$ cat src/rtl/bin2bcd_seq.sv
// Sequential 32-bit binary to packed BCD converter (shift-add-3, one bit/clk).
// Holds the last result for the 7-segment display driver between conversions.
module bin2bcd_seq #(
    parameter int WIDTH = 32,
    parameter int DIGITS = 8,
    parameter logic [4*DIGITS-1:0] ERR_CODE = 32'hEEEE_EEEE
) (
    input  logic                  clk,
    input  logic                  rst,
    input  logic                  start,
    input  logic                  auto_en,
    input  logic [WIDTH-1:0]      bin,
    output logic                  busy,
    output logic                  done,
    output logic                  ovf,
    output logic [4*DIGITS-1:0]   bcd
);

    localparam int BW = 4 * DIGITS;
    localparam int CW = $clog2(WIDTH + 1);

    function automatic logic [63:0] max_dec(input int n);
        logic [63:0] p;
        p = 64'd1;
        for (int i = 0; i < n; i++) begin
            p = p * 64'd10;
        end
        return p - 64'd1;
    endfunction

    localparam logic [63:0] MAXV = max_dec(DIGITS);

    typedef enum logic [1:0] {
        IDLE,
        SHIFT,
        DONE
    } state_t;

    state_t state;
    state_t state_nx;

    logic [WIDTH-1:0]    shreg;
    logic [BW-1:0]       acc;
    logic [BW-1:0]       acc_adj;
    logic [BW+WIDTH-1:0] shifted;
    logic [CW-1:0]       cnt;
    logic                ovf_nx;
    logic                auto_pending;
    logic                go;

    assign go = start | auto_pending;

    always_comb begin
        acc_adj = acc;
        for (int i = 0; i < DIGITS; i++) begin
            if (acc[4*i +: 4] >= 4'd5) begin
                acc_adj[4*i +: 4] = acc[4*i +: 4] + 4'd3;
            end
        end
    end

    assign shifted = {acc_adj, shreg} << 1;

    always_ff @(posedge clk) begin
        if (rst) begin
            state <= IDLE;
        end else begin
            state <= state_nx;
        end
    end

    always_comb begin
        state_nx = state;
        unique case (state)
            IDLE:    if (go) state_nx = SHIFT;
            SHIFT:   if (cnt == CW'(1)) state_nx = DONE;
            DONE:    state_nx = IDLE;
            default: state_nx = IDLE;
        endcase
    end

    always_ff @(posedge clk) begin
        if (rst) begin
            shreg        <= '0;
            acc          <= '0;
            cnt          <= '0;
            ovf_nx       <= 1'b0;
            auto_pending <= 1'b0;
            busy         <= 1'b0;
            done         <= 1'b0;
            ovf          <= 1'b0;
            bcd          <= '0;
        end else begin
            done <= 1'b0;
            unique case (state)
                IDLE: begin
                    if (go) begin
                        shreg        <= bin;
                        acc          <= '0;
                        cnt          <= CW'(WIDTH);
                        ovf_nx       <= 64'(bin) > MAXV;
                        busy         <= 1'b1;
                        auto_pending <= 1'b0;
                    end
                end
                SHIFT: begin
                    acc   <= shifted[BW+WIDTH-1 -: BW];
                    shreg <= shifted[WIDTH-1:0];
                    cnt   <= cnt - CW'(1);
                end
                DONE: begin
                    // Out-of-range inputs lose their top bits in acc; show ERR_CODE instead.
                    bcd          <= ovf_nx ? ERR_CODE : acc;
                    ovf          <= ovf_nx;
                    done         <= 1'b1;
                    busy         <= 1'b0;
                    auto_pending <= auto_en;
                end
                default: ;
            endcase
        end
    end

endmodule
$ cat config.mk
export PLATFORM = sky130hd
export DESIGN_NAME = bin2bcd_seq
export DESIGN_NICKNAME = d
export VERILOG_FILES = /design/src/rtl/bin2bcd_seq.sv
export SDC_FILE = /design/constraint.sdc
export NUM_CORES = 1
export LEC_CHECK = 0
export BUFFER_PORTS_ARGS = -buffer_cell sky130_fd_sc_hd__buf_2
export CAP_MARGIN = 20
export CORE_ASPECT_RATIO = 0.75
export CORE_MARGIN = 2
export CORE_UTILIZATION = 40
export CTS_BUF_LIST = sky130_fd_sc_hd__clkbuf_16
export DETAILED_ROUTE_END_ITERATION = 6
export PLACE_DENSITY_LB_ADDON = 0.3
export SLEW_MARGIN = 30
export SYNTH_ARGS = -nofsm -noshare
export SYNTH_HDL_FRONTEND = slang
export SYNTH_SLANG_ARGS = --single-unit
$ cat constraint.sdc
create_clock -name clk -period 1.9 [get_ports clk]
set_input_delay 0.285 -clock clk [delete_from_list [all_inputs] [get_ports clk]]
set_output_delay 0.285 -clock clk [all_outputs]
set_load 0.005 [all_outputs]
# Word-level counts from Yosys, hierarchy flattened
# Cells that the tools add are included.
# op_classes
addsub	9
multipliers	0
n_div	0
n_lt_le_gt_ge	9
eq_ne	5
shift	0
muxes	23
bitwise_logic	1
reduce_logical	7
# op_table
cell	n
case mux 32 bit (2 select lines)	2
two-way mux 32 bit	3
>= comparator 4 x 3 -> 1 bit, second input constant	8
greater-than comparator 32 x 27 -> 1 bit, second input constant	1
adder 4 x 2 -> 4 bit, second input constant	7
two-way mux 4 bit	7
case mux 6 bit (2 select lines)	1
AND reduction 2 bit	4
equality test 6 x 1 -> 1 bit, second input constant	1
two-way mux 6 bit	1
subtractor 6 x 1 -> 6 bit, second input constant	1
two-way mux 2 bit	2
inequality test 2 bit, second input constant	2
case mux 1 bit (2 select lines)	2
case mux 2 bit (2 select lines)	1
nonzero test 2 bit	2
adder 3 x 2 -> 3 bit, second input constant	1
two-way mux 1 bit	3
two-way mux 3 bit	1
equality test 2 x 1 -> 1 bit, second input constant	1
equality test 2 bit, second input constant	1
zero test 2 bit	1
bitwise OR 1 bit	1
# word_totals
ff_bits	109
latchBits	0
ram_bits	0
romBits	0
inputBits	36
word_cells	64
n_memories	0

# Longest topological paths before layout
# logic_depth
word_depth	3
ltp_mapped	6
mapped_depth_nobuf	6

# Worst setup path after synthesis
# No wires, ideal clock.
# synth_path
kind	reg2reg
from	reg acc[9]
to	reg acc[10]
setup_ns	0.117
arrival_ns	1.233
required_time_ns	1.783
path_slack_ns	0.550
path_stages_with_launch	7
n_path_buf	0
synth_period_minus_slack_ns	1.350
path_cell_list	dfxtp_1 -> inv_1 -> ha_1 -> nand2b_1 -> a21oi_1 -> mux2i_1 -> a22o_1
# synth_between
elab_chain_cells	3
word_cells_on_any_way	4
classes_between	1 x add/sub; 1 x order compare; 2 x mux
# synth_rtl
item	line_no	text
start, declared	43	logic [BW-1:0] acc;
start signal, assigned	107	acc <= shifted[BW+WIDTH-1 -: BW];
adder 4 x 2 -> 4 bit or >= comparator 4 x 3 -> 1 bit (tied branches)	57, 56	
two-way mux 4 bit *	56	if (acc[4*i +: 4] >= 4'd5) begin
case mux 32 bit (2 select lines) *	95	unique case (state)
# Mark *: on every way between the ends. The rest lies on a longest branch, timed or not.
# A chain may end at the register's enable or synchronous reset.

# Final worst setup path
# layout_path
from	reg state[0]
to	reg shreg[10]
# layout_between
elab_chain_cells	3
word_cells_on_any_way	6
classes_between	2 x eq/ne; 1 x mux; 3 x reduce/logical
# layout_rtl
item	line_no	text
start, declared	39	state_t state;
start signal, assigned	68	state <= state_nx;
equality test 2 x 1 -> 1 bit or zero test 2 bit (tied branches)	95	
nonzero test 2 bit (no line) or inequality test 2 bit (tied branches)	n/a	
AND reduction 2 bit (no line)	n/a	
end signal, assigned	98	shreg <= bin;
end signal, assigned	108	shreg <= shifted[WIDTH-1:0];
end, declared	42	logic [WIDTH-1:0] shreg;
# Several ways; a longest one is shown, not always the timed one.

==> qor.csv <==
metric,value,unit
p_per_area,891,nW/um2
numCtsBuffers,9,
grt_pass1_vias,3896,
vias,3995,
drcViolationCount,0,
ys_warn_count,0,
cts_buffer_depth,2,
die-area,12700,um2
grt_antenna_before_repair,0,
vias_per_cell,5.13,
fin_cells,779,
final_area,5500,um2
synthesis.nets,605,
fin_util,0.477,
overflow,0,
dp.cells,763,
p_seq_frac,0.507,
gp_congestion,0.791,
end_kind,flop,
postLayoutSetupSlackWorst,0.231,ns
total_power,4.90,mW
timing.hold.ws,0.153,ns
fp.dieH,97.9,um
ff2ff_path_depth,4,
skew,0.00859,ns
critical_path_class,reg2reg,
fmax,599,MHz
seq_area_frac_synth,0.464,
grt_pass1_wl,18400,um
root_buffer,clkbuf_16,
synth-edff-count,0,
ir_drop,0.440,mV
cellInternalPower,3.63,mW
ys_async_sr_fraction,0,
antenna_cells,0,
synth_common_cells,"dfxtp_1, nor2_1, nor3_1, nand2_1, a21oi_1",
worstMarginPinSlew,0.896,ns
cp-start-kind,flop,
rsz0062_at_grt,yes,
yosys.area.top_type,dfxtp_1,
synth_ff_type,dfxtp_1,
fillers,1105,
drt_first_pass_iters,4,
core_area,11500,um2
avgSynthCellArea,8.54,um2
setup_viol,0,
start_util,0.408,
grt_max_degree,66,
setup_tns,0,ns
cts.clk_slew.worst_paths,0.07,ns
timing.final.hold_violations,0,
port_buffers,70,
critPathArrivalTime,1.92,ns
pre_cts_ws,0.226,ns
hold_path_end,shreg[0],
layout_min_cycle_time,1.67,ns
cp_max_fo,13,
cts.htree.levels,3,
dpl-instance-area,5210,um2
clkSinkCount,109,
syn_inst,551,
final_antenna_net_count,0,
r2r-end,shreg[10],
min-delay-start,bin[0],
row_count,34,
synth.most_common_cell,dfxtp_1,
p_sw,1.27,mW
die_x,129,um
post_cts_buffers,0,
synth_area,4700,um2
pwr-share-comb,0.116,
drt_iter0_drc,245,
crit-reg2reg-launch,state[0],
switching_share,0.259,
hold_path.class,in2reg,
period_share,0.879,
max-slew-margin-rel,0.400,
ios,71,
whs_path_depth,2,
critPathLaunch,state[0],
nNetsFinal,666,
routedWlPerCell,13.8,um
ys_types,43,
cts_tree,built,
leakagePower,2.28,nW
slew_violations,0,
syn_to_final_growth,16.9,%
cap_violations,0,
synth_area_leaders,"dfxtp_1, nor3_1, nor2_1, ha_1, a21oi_1",
p_clk_frac,0.377,
status,completed,
wl,10700,um
grt.total_usage,0.180,
drive_above_1_share,0.172,
synth_top_area_frac,0.464,
crit_required,2.15,ns
dp_hpwl,7410,um
clk_latency,0.35,ns
ys_ff_latch,109,
reg2reg_slack,0.23,ns
routing by layer:
layer	part of all wire	global-route usage	vias up
met5	0	0	-
met4	0.0075	0.0326	0
met3	0.050	0.0542	11
met2	0.45	0.293	84
met1	0.49	0.238	1851
li1	-	-	2049
cells in the final DEF (no fill, tap or decap), types with 2 or more instances in the layout:
| cell type | count |
|---|---|
| a211oi_1 | 3 |
| clkinv_1 | 2 |
| or3_1 | 15 |
| nor2b_1 | 2 |
| a311oi_1 | 2 |
| nor2_1 | 76 |
| or2_1 | 3 |
| dfxtp_1 | 109 |
| a22o_1 | 18 |
| nand2_1 | 46 |
| inv_1 | 18 |
| nand2b_1 | 11 |
| clkinv_2 | 2 |
| nor3_1 | 58 |
| xnor2_1 | 8 |
| ha_1 | 18 |
| o21ai_0 | 16 |
| nor4_1 | 13 |
| a22oi_1 | 14 |
| o211ai_1 | 2 |
| mux2i_1 | 8 |
| buf_4 | 16 |
| a222oi_1 | 6 |
| xor2_1 | 7 |
| clkbuf_16 | 9 |
| nand3b_1 | 2 |
| buf_2 | 70 |
| a21oi_1 | 36 |
| nor2_2 | 2 |
| nand3_1 | 9 |
worst max-delay path, cell delays in order, from the launching register on:
cell and delay, ns:
dfxtp_1 0.45, nor3_1 0.11, nor2_1 0.69, nor2_1 0.12
nor4_1 0.20
logic make-up (layout without fill, tap and decap cells):
family / after synthesis / count (layout) / share of synthesized area
DFF: 109 / 109 / 0.464
and+or+nand+nor: 244 / 244 / 0.246
AOI/OAI and AO/OA: 103 / 103 / 0.147
adders and majority gates: 18 / 18 / 0.0479
buffers and inverters: 54 / 120 / 0.0511
xor gates and xnor gates: 15 / 15 / 0.0279
muxes: 8 / 8 / 0.0170
how the worst max path moves through the flow:
stage | to | slack, ns | cells after the start
CTS | shreg[10] | 0.20 | 4
global route | shreg[7] | -0.001 | 4
global placement | ovf_nx | 0.26 | 5
finish | shreg[10] | 0.23 | 4
detailed placement | shreg[10] | 0.23 | 4
floorplan | acc[10] | 0.55 | 6
power groups by stage:
stage / clock network, mW / registers, mW / logic (mW)
5_1_grt: 1.97 / 2.50 / 0.646
3_3_place_gp: 0 / 2.53 / 0.560
3_5_place_dp: 0 / 2.53 / 0.573
2_1_floorplan: 0 / 2.52 / 0.400
6_report: 1.85 / 2.48 / 0.567
4_1_cts: 1.89 / 2.48 / 0.575
registers in the layout, summed over array words and instances (netlist names):
name          cells
shreg            32
acc              32
ovf               1
bcd              32
done              1
ovf_nx            1
busy              1
auto_pending      1
cnt               6
state             2
repair_timing:
action | CTS | global route
resized for setup | 0 | 0
setup endpoints to repair | 0 | 1
hold buffers | 0 | 0
cell type report:
cell class | instances | area [um2] | share of cell area
tap | 162 | 203 | 0.0369
clock buffer | 9 | 225 | 0.0410
clock inverter | 7 | 65.1 | 0.0118
timing repair buffer | 86 | 470 | 0.0856
sequential | 109 | 2180 | 0.397
inverter | 18 | 67.6 | 0.0123
multi-input combinational | 388 | 2290 | 0.416
No activity file was read; power rests on OpenSTA's default activity.
